--- src/rtl/processor_ctrl_pkg.sv ---
// Shared state encodings and defaults for the processor run/step controller.
package processor_ctrl_pkg;

  localparam int CC_WIDTH_DEFAULT = 16;

  typedef enum logic [2:0] {
    ST_IDLE    = 3'd0,
    ST_RUN     = 3'd1,
    ST_STEP    = 3'd2,
    ST_PAUSED  = 3'd3,
    ST_HALTED  = 3'd4,
    ST_TIMEOUT = 3'd5
  } run_state_t;

  // The core is enabled exactly while the controller sits in RUN or STEP.
  function automatic logic is_enabled(input run_state_t s);
    return (s == ST_RUN) || (s == ST_STEP);
  endfunction

endpackage

--- src/rtl/run_ctrl_cycle_counter.sv ---
// Saturating enabled-cycle counter with synchronous clear and NCMP equality
// compares against the count value this edge would load.
module run_ctrl_cycle_counter
  import processor_ctrl_pkg::*;
#(
  parameter int WIDTH = CC_WIDTH_DEFAULT,
  parameter int NCMP  = 1
) (
  input  logic                        i_clk,
  input  logic                        i_rst,
  input  logic                        i_clear,
  input  logic                        i_inc,
  input  logic [NCMP-1:0][WIDTH-1:0]  i_cmp_val,
  output logic [WIDTH-1:0]            o_count,
  output logic [NCMP-1:0]             o_cmp_eq
);

  logic [WIDTH-1:0] r_count;
  logic [WIDTH-1:0] w_count_inc;

  // Holding at all-ones keeps the count from wrapping on very long runs.
  always_comb begin
    w_count_inc = r_count;
    if (i_inc && (r_count != '1)) begin
      w_count_inc = r_count + WIDTH'(1);
    end
  end

  always_comb begin
    o_cmp_eq = '0;
    for (int k = 0; k < NCMP; k++) begin
      o_cmp_eq[k] = (w_count_inc == i_cmp_val[k]);
    end
  end

  always_ff @(posedge i_clk) begin
    if (i_rst || i_clear) begin
      r_count <= '0;
    end else begin
      r_count <= w_count_inc;
    end
  end

  assign o_count = r_count;

endmodule

--- src/rtl/processor_run_ctrl.sv ---
// Run/step sequencer driving the processor core enable, with halt detection and watchdog.
// Optional RUN_CTRL_BREAKPOINT_EN adds a cycle-count breakpoint that pauses a run.
module processor_run_ctrl
  import processor_ctrl_pkg::*;
#(
  parameter int                  CC_WIDTH   = CC_WIDTH_DEFAULT,
  parameter logic [CC_WIDTH-1:0] WDOG_LIMIT = CC_WIDTH'(1000)
) (
  input  logic                clk,
  input  logic                rst,
  input  logic                start,
  input  logic                step,
  input  logic                stop,
  input  logic                proc_halt,
`ifdef RUN_CTRL_BREAKPOINT_EN
  input  logic [CC_WIDTH-1:0] bp_cycle,
  input  logic                bp_valid,
`endif
  output logic                proc_en,
  output logic [CC_WIDTH-1:0] cycle_cnt,
  output logic [2:0]          state,
  output logic                done,
  output logic                timeout
);

`ifdef RUN_CTRL_BREAKPOINT_EN
  localparam int NCMP = 2;
`else
  localparam int NCMP = 1;
`endif

  run_state_t                    r_state;
  run_state_t                    w_next;
  logic                          r_proc_en;
  logic                          w_clear;
  logic [NCMP-1:0][CC_WIDTH-1:0] w_cmp_val;
  logic [NCMP-1:0]               w_cmp_eq;
  logic [CC_WIDTH-1:0]           w_count;
  logic                          w_wdog_hit;
  logic                          w_bp_hit;

  // Compare slot 0 is the watchdog; slot 1 (when present) is the breakpoint.
  always_comb begin
    w_cmp_val    = '0;
    w_cmp_val[0] = WDOG_LIMIT;
`ifdef RUN_CTRL_BREAKPOINT_EN
    w_cmp_val[1] = bp_cycle;
`endif
  end

  assign w_wdog_hit = (WDOG_LIMIT != '0) && w_cmp_eq[0];
`ifdef RUN_CTRL_BREAKPOINT_EN
  assign w_bp_hit   = bp_valid && w_cmp_eq[1];
`else
  assign w_bp_hit   = 1'b0;
`endif

  run_ctrl_cycle_counter #(
    .WIDTH (CC_WIDTH),
    .NCMP  (NCMP)
  ) u_counter (
    .i_clk     (clk),
    .i_rst     (rst),
    .i_clear   (w_clear),
    .i_inc     (r_proc_en),
    .i_cmp_val (w_cmp_val),
    .o_count   (w_count),
    .o_cmp_eq  (w_cmp_eq)
  );

  always_ff @(posedge clk) begin
    if (rst) begin
      r_state   <= ST_IDLE;
      r_proc_en <= 1'b0;
    end else begin
      r_state   <= w_next;
      r_proc_en <= is_enabled(w_next);
    end
  end

  // Command priority is stop > start > step; a halting core beats everything in RUN.
  always_comb begin
    w_next  = r_state;
    w_clear = 1'b0;
    case (r_state)
      ST_IDLE: begin
        if (!stop) begin
          if (start) begin
            w_next  = ST_RUN;
            w_clear = 1'b1;
          end else if (step) begin
            w_next = ST_STEP;
          end
        end
      end
      ST_RUN: begin
        if (proc_halt)       w_next = ST_HALTED;
        else if (w_bp_hit)   w_next = ST_PAUSED;
        else if (stop)       w_next = ST_PAUSED;
        else if (w_wdog_hit) w_next = ST_TIMEOUT;
      end
      ST_STEP: begin
        w_next = proc_halt ? ST_HALTED : ST_PAUSED;
      end
      ST_PAUSED: begin
        if (stop)       w_next = ST_IDLE;
        else if (start) w_next = ST_RUN;
        else if (step)  w_next = ST_STEP;
      end
      ST_HALTED, ST_TIMEOUT: begin
        if (stop) begin
          w_next = ST_IDLE;
        end else if (start) begin
          w_next  = ST_RUN;
          w_clear = 1'b1;
        end
      end
      default: w_next = ST_IDLE;
    endcase
  end

  always_comb begin
    proc_en   = r_proc_en;
    cycle_cnt = w_count;
    state     = r_state;
    done      = (r_state == ST_HALTED);
    timeout   = (r_state == ST_TIMEOUT);
  end

endmodule

--- config.mk ---
export PLATFORM = sky130hd
export DESIGN_NAME = processor_run_ctrl
export DESIGN_NICKNAME = d
export VERILOG_FILES = /design/src/rtl/processor_ctrl_pkg.sv /design/src/rtl/run_ctrl_cycle_counter.sv /design/src/rtl/processor_run_ctrl.sv
export SDC_FILE = /design/constraint.sdc
export NUM_CORES = 1
export LEC_CHECK = 0
export ABC_AREA = 1
export ABC_CLOCK_PERIOD_IN_PS = 2300
export BUFFER_PORTS_ARGS = -buffer_cell sky130_fd_sc_hd__buf_2
export CAP_MARGIN = 0
export CORE_MARGIN = 1
export CORE_UTILIZATION = 54
export DETAILED_ROUTE_END_ITERATION = 10
export GPL_TIMING_DRIVEN = 0
export HOLD_SLACK_MARGIN = 0.08
export PLACE_DENSITY = 0.9
export SETUP_SLACK_MARGIN = 0.05
export SLEW_MARGIN = 20
export SYNTH_ARGS = -nofsm -noshare
export SYNTH_HDL_FRONTEND = slang
export SYNTH_SLANG_ARGS = --single-unit
--- constraint.sdc ---
create_clock -name clk -period 2.3 [get_ports clk]
set_input_delay 0.23 -clock clk [delete_from_list [all_inputs] [get_ports clk]]
set_output_delay 0.23 -clock clk [all_outputs]
set_load 0.01 [all_outputs]
==> results.ini <==
[timing]
period_minus_slack_ps = 2160
max_freq_mhz = 463
maxSlewHeadroom_pct = 55.1
setup_slack_ps = 140
hold_viol = 0
hold_ws_ps = 120
maxSlewViolCount = 0
setup_viol = 0
period_share_pct = 93.9
clock_skew_ps = 1.19
tightest_slew_ps = 671

[final_layout]
fillerInstances = 236
layout_commonest_cell = nand2_1
area_delta_synth_final_pct = 19.9
layout-drive-gt1-share_pct = 25.5
num_antenna_cells = 0
layout_common_cells = nand2_1, nor2_1, buf_2
nets = 284
fin_cells = 305

[worst_setup_path]
worst_setup_path_end_kind = flop
cp.required_ps = 2520
reg2reg_from = u_counter.o_count[0]
path_buf_inv = 1
crit_chain = ha_4 > inv_1 > nor2_4 > nand2_4 > nor2_4 > nor2_2 > nand2_1 > nand2_1 > nor2_2 > nand2_1 > nor2_1 > nand2_1 > nand2_1 > nand2_1 > nand2_2 > nand3_1 > nand2_1 > nor2_1
crit_path_frequent_cell = nand2_1
slowest_delay_ps = 400
cp_max_fo = 6
cp-start-kind = flop
path_delay_family = simple AND/OR/NAND/NOR gates
critPathLaunch = u_counter.o_count[0]
worst_ep_arrival_time_ps = 2380
cp_slowest_cell = dfxtp_4
path_class = flop to flop

[power_and_ir_drop]
power.leakage_uw = 0.000795
pwr_density_cell_mw_per_mm2 = 576
irDropWorstVdd_uv = 438
power.total_uw = 982

[yosys]
synth_top_family_by_area = simple AND/OR/NAND/NOR gates
netlist_instances = 241
syn_area_mm2 = 0.00142
synthAdderAreaFrac_pct = 0.880
ys_seq_area_share_pct = 28.2
synth_compound_area_share_pct = 8.54
post_synth_and_or_nand_nor_area_fraction_pct = 52.5
synth-xor-area-share_pct = 3.08
ys_seq_elements = 20
avgSynthCellArea_um2 = 5.90
syn-num-nets = 248
ys_warn_count = 0
synthMuxAreaShare_pct = 0
yosys.cell_types.count = 24

[run]
cap_viol_max_count = 0

[outcome]
status = complete, no violations

[global_routing]
overflow = 0
grt_max_degree = 11
first_global_vias = 1306
grt_usage_pct = 25.9
grt_pass1_wl_um = 5350
grt_antenna_before_repair = 0
grtUsageMet1_pct = 34.0
grt_busiest_layer = met2
grtUsageMet3_pct = 2.87
grt_use_met2_pct = 43.3

[detailed_routing]
drc_errors = 0
ant_nets = 0
drt_iter0_markers = 78
num_vias = 1661
dr.pass1.iters = 7
avgRoutedWirePerCell_um = 12.4
routed_wl_um = 3780
vias_per_cell = 5.45

[die]
die_area_mm2 = 0.00284
die_width_um = 53.3
core_area_mm2 = 0.00248
num_io_pins = 28
start_util_pct = 57.4
fp.dieH_um = 53.3
fp-row-count = 18

[cts]
cts_buffers = 3
htree_num_levels = 1
cts_tree = yes
cts_sinks = 20
hold_buffers = 0
root_buffer = clkbuf_4
clk_pin_slew_ps = 110
clockBufferDepth = 2
clk_latency_ps = 310

[place]
placed_cells = 298
globalplace.congestion = 0.928
numPortBuffers = 27
hpwl_um = 2610
place_ws_ps = -1.35

[min_path]
min_from = rst
hold_path.class = input port to flop

-- metal layers --
layer	part of all wire [%]	vias to the layer above	wire, um
li1	-	839	-
met1	41	737	1540
met2	49	71	1860
met3	7.4	14	278
met4	2.5	0	93
met5	0	-	0
-- timing repair --
action,4_1_cts,5_1_grt
setup endpoints to repair,1,2
pin swaps,2,10
gates resized for setup,2,21
hold endpoints to repair,0,0
gates cloned,0,1
setup buffers,0,3
-- sequential cells by signal (all words and copies together), names as in the netlist --
| register | count |
|---|---|
| state | 3 |
| proc_en | 1 |
| u_counter.o_count | 16 |
-- kinds of logic (layout without fill, tap and decap cells) --
logic type,after synthesis,in the layout
xor gates and xnor gates,5,5
buffers and inverters,26,59
DFF,20,20
adders and majority gates,1,1
and+or+nand+nor,170,171
AOI/OAI and AO/OA,19,19
-- layout make-up --
class	instances	area [um2]	share of cell area, %
buffer	1	3.75	0.220
clock buffer	3	22.5	1.32
inverter	25	93.8	5.51
multi-input combinational	196	970	56.9
sequential	20	419	24.6
tap	30	37.5	2.20
timing repair buffer	30	158	9.25
-- synth_stat cells --
library cell / instances / area [um2]
o21ai_0: 2 / 10.0
nand3_1: 14 / 70.1
nand3b_2: 1 / 11.3
o22ai_1: 1 / 6.26
nand4_1: 5 / 31.3
nand2_1: 86 / 323
a31oi_1: 1 / 6.26
nor2_2: 7 / 43.8
xor2_1: 5 / 43.8
nor3b_1: 1 / 7.51
nor2_4: 4 / 45.0
nor3_1: 2 / 10.0
a221oi_1: 2 / 17.5
or2_2: 1 / 6.26
nand2_2: 4 / 25.0
nand3b_1: 1 / 7.51
dfxtp_1: 20 / 400
ha_1: 1 / 12.5
o21ai_4: 1 / 16.3
o21bai_1: 2 / 15.0
clkbuf_1: 1 / 3.75
inv_1: 25 / 93.8
a21oi_1: 10 / 50.1
nor2_1: 44 / 165
-- report_power, final --
part | total (uW) | internal [uW] | switching, uW
combinational | 369 | 127 | 241
sequential | 438 | 384 | 53.9
clock | 176 | 61.4 | 114
-- worst paths after layout --
path                          end  slack [ps]  depth (start not counted)
max                       proc_en         140                         18
max reg2reg               proc_en         140                         18
min                      state[1]         120                          2
min reg2reg  u_counter.o_count[4]         530                          2
-- through the flow --
stage	util (%)	instance area, um2	TNS [ps]
floorplan	-	1420	0
global placement	64.3	1590	0
detailed placement	64.3	1590	-1.35
CTS	65.4	1620	0
global route	68.8	1700	-9.80
finish	68.8	1700	0
Power figures use the tool's default switching activity.
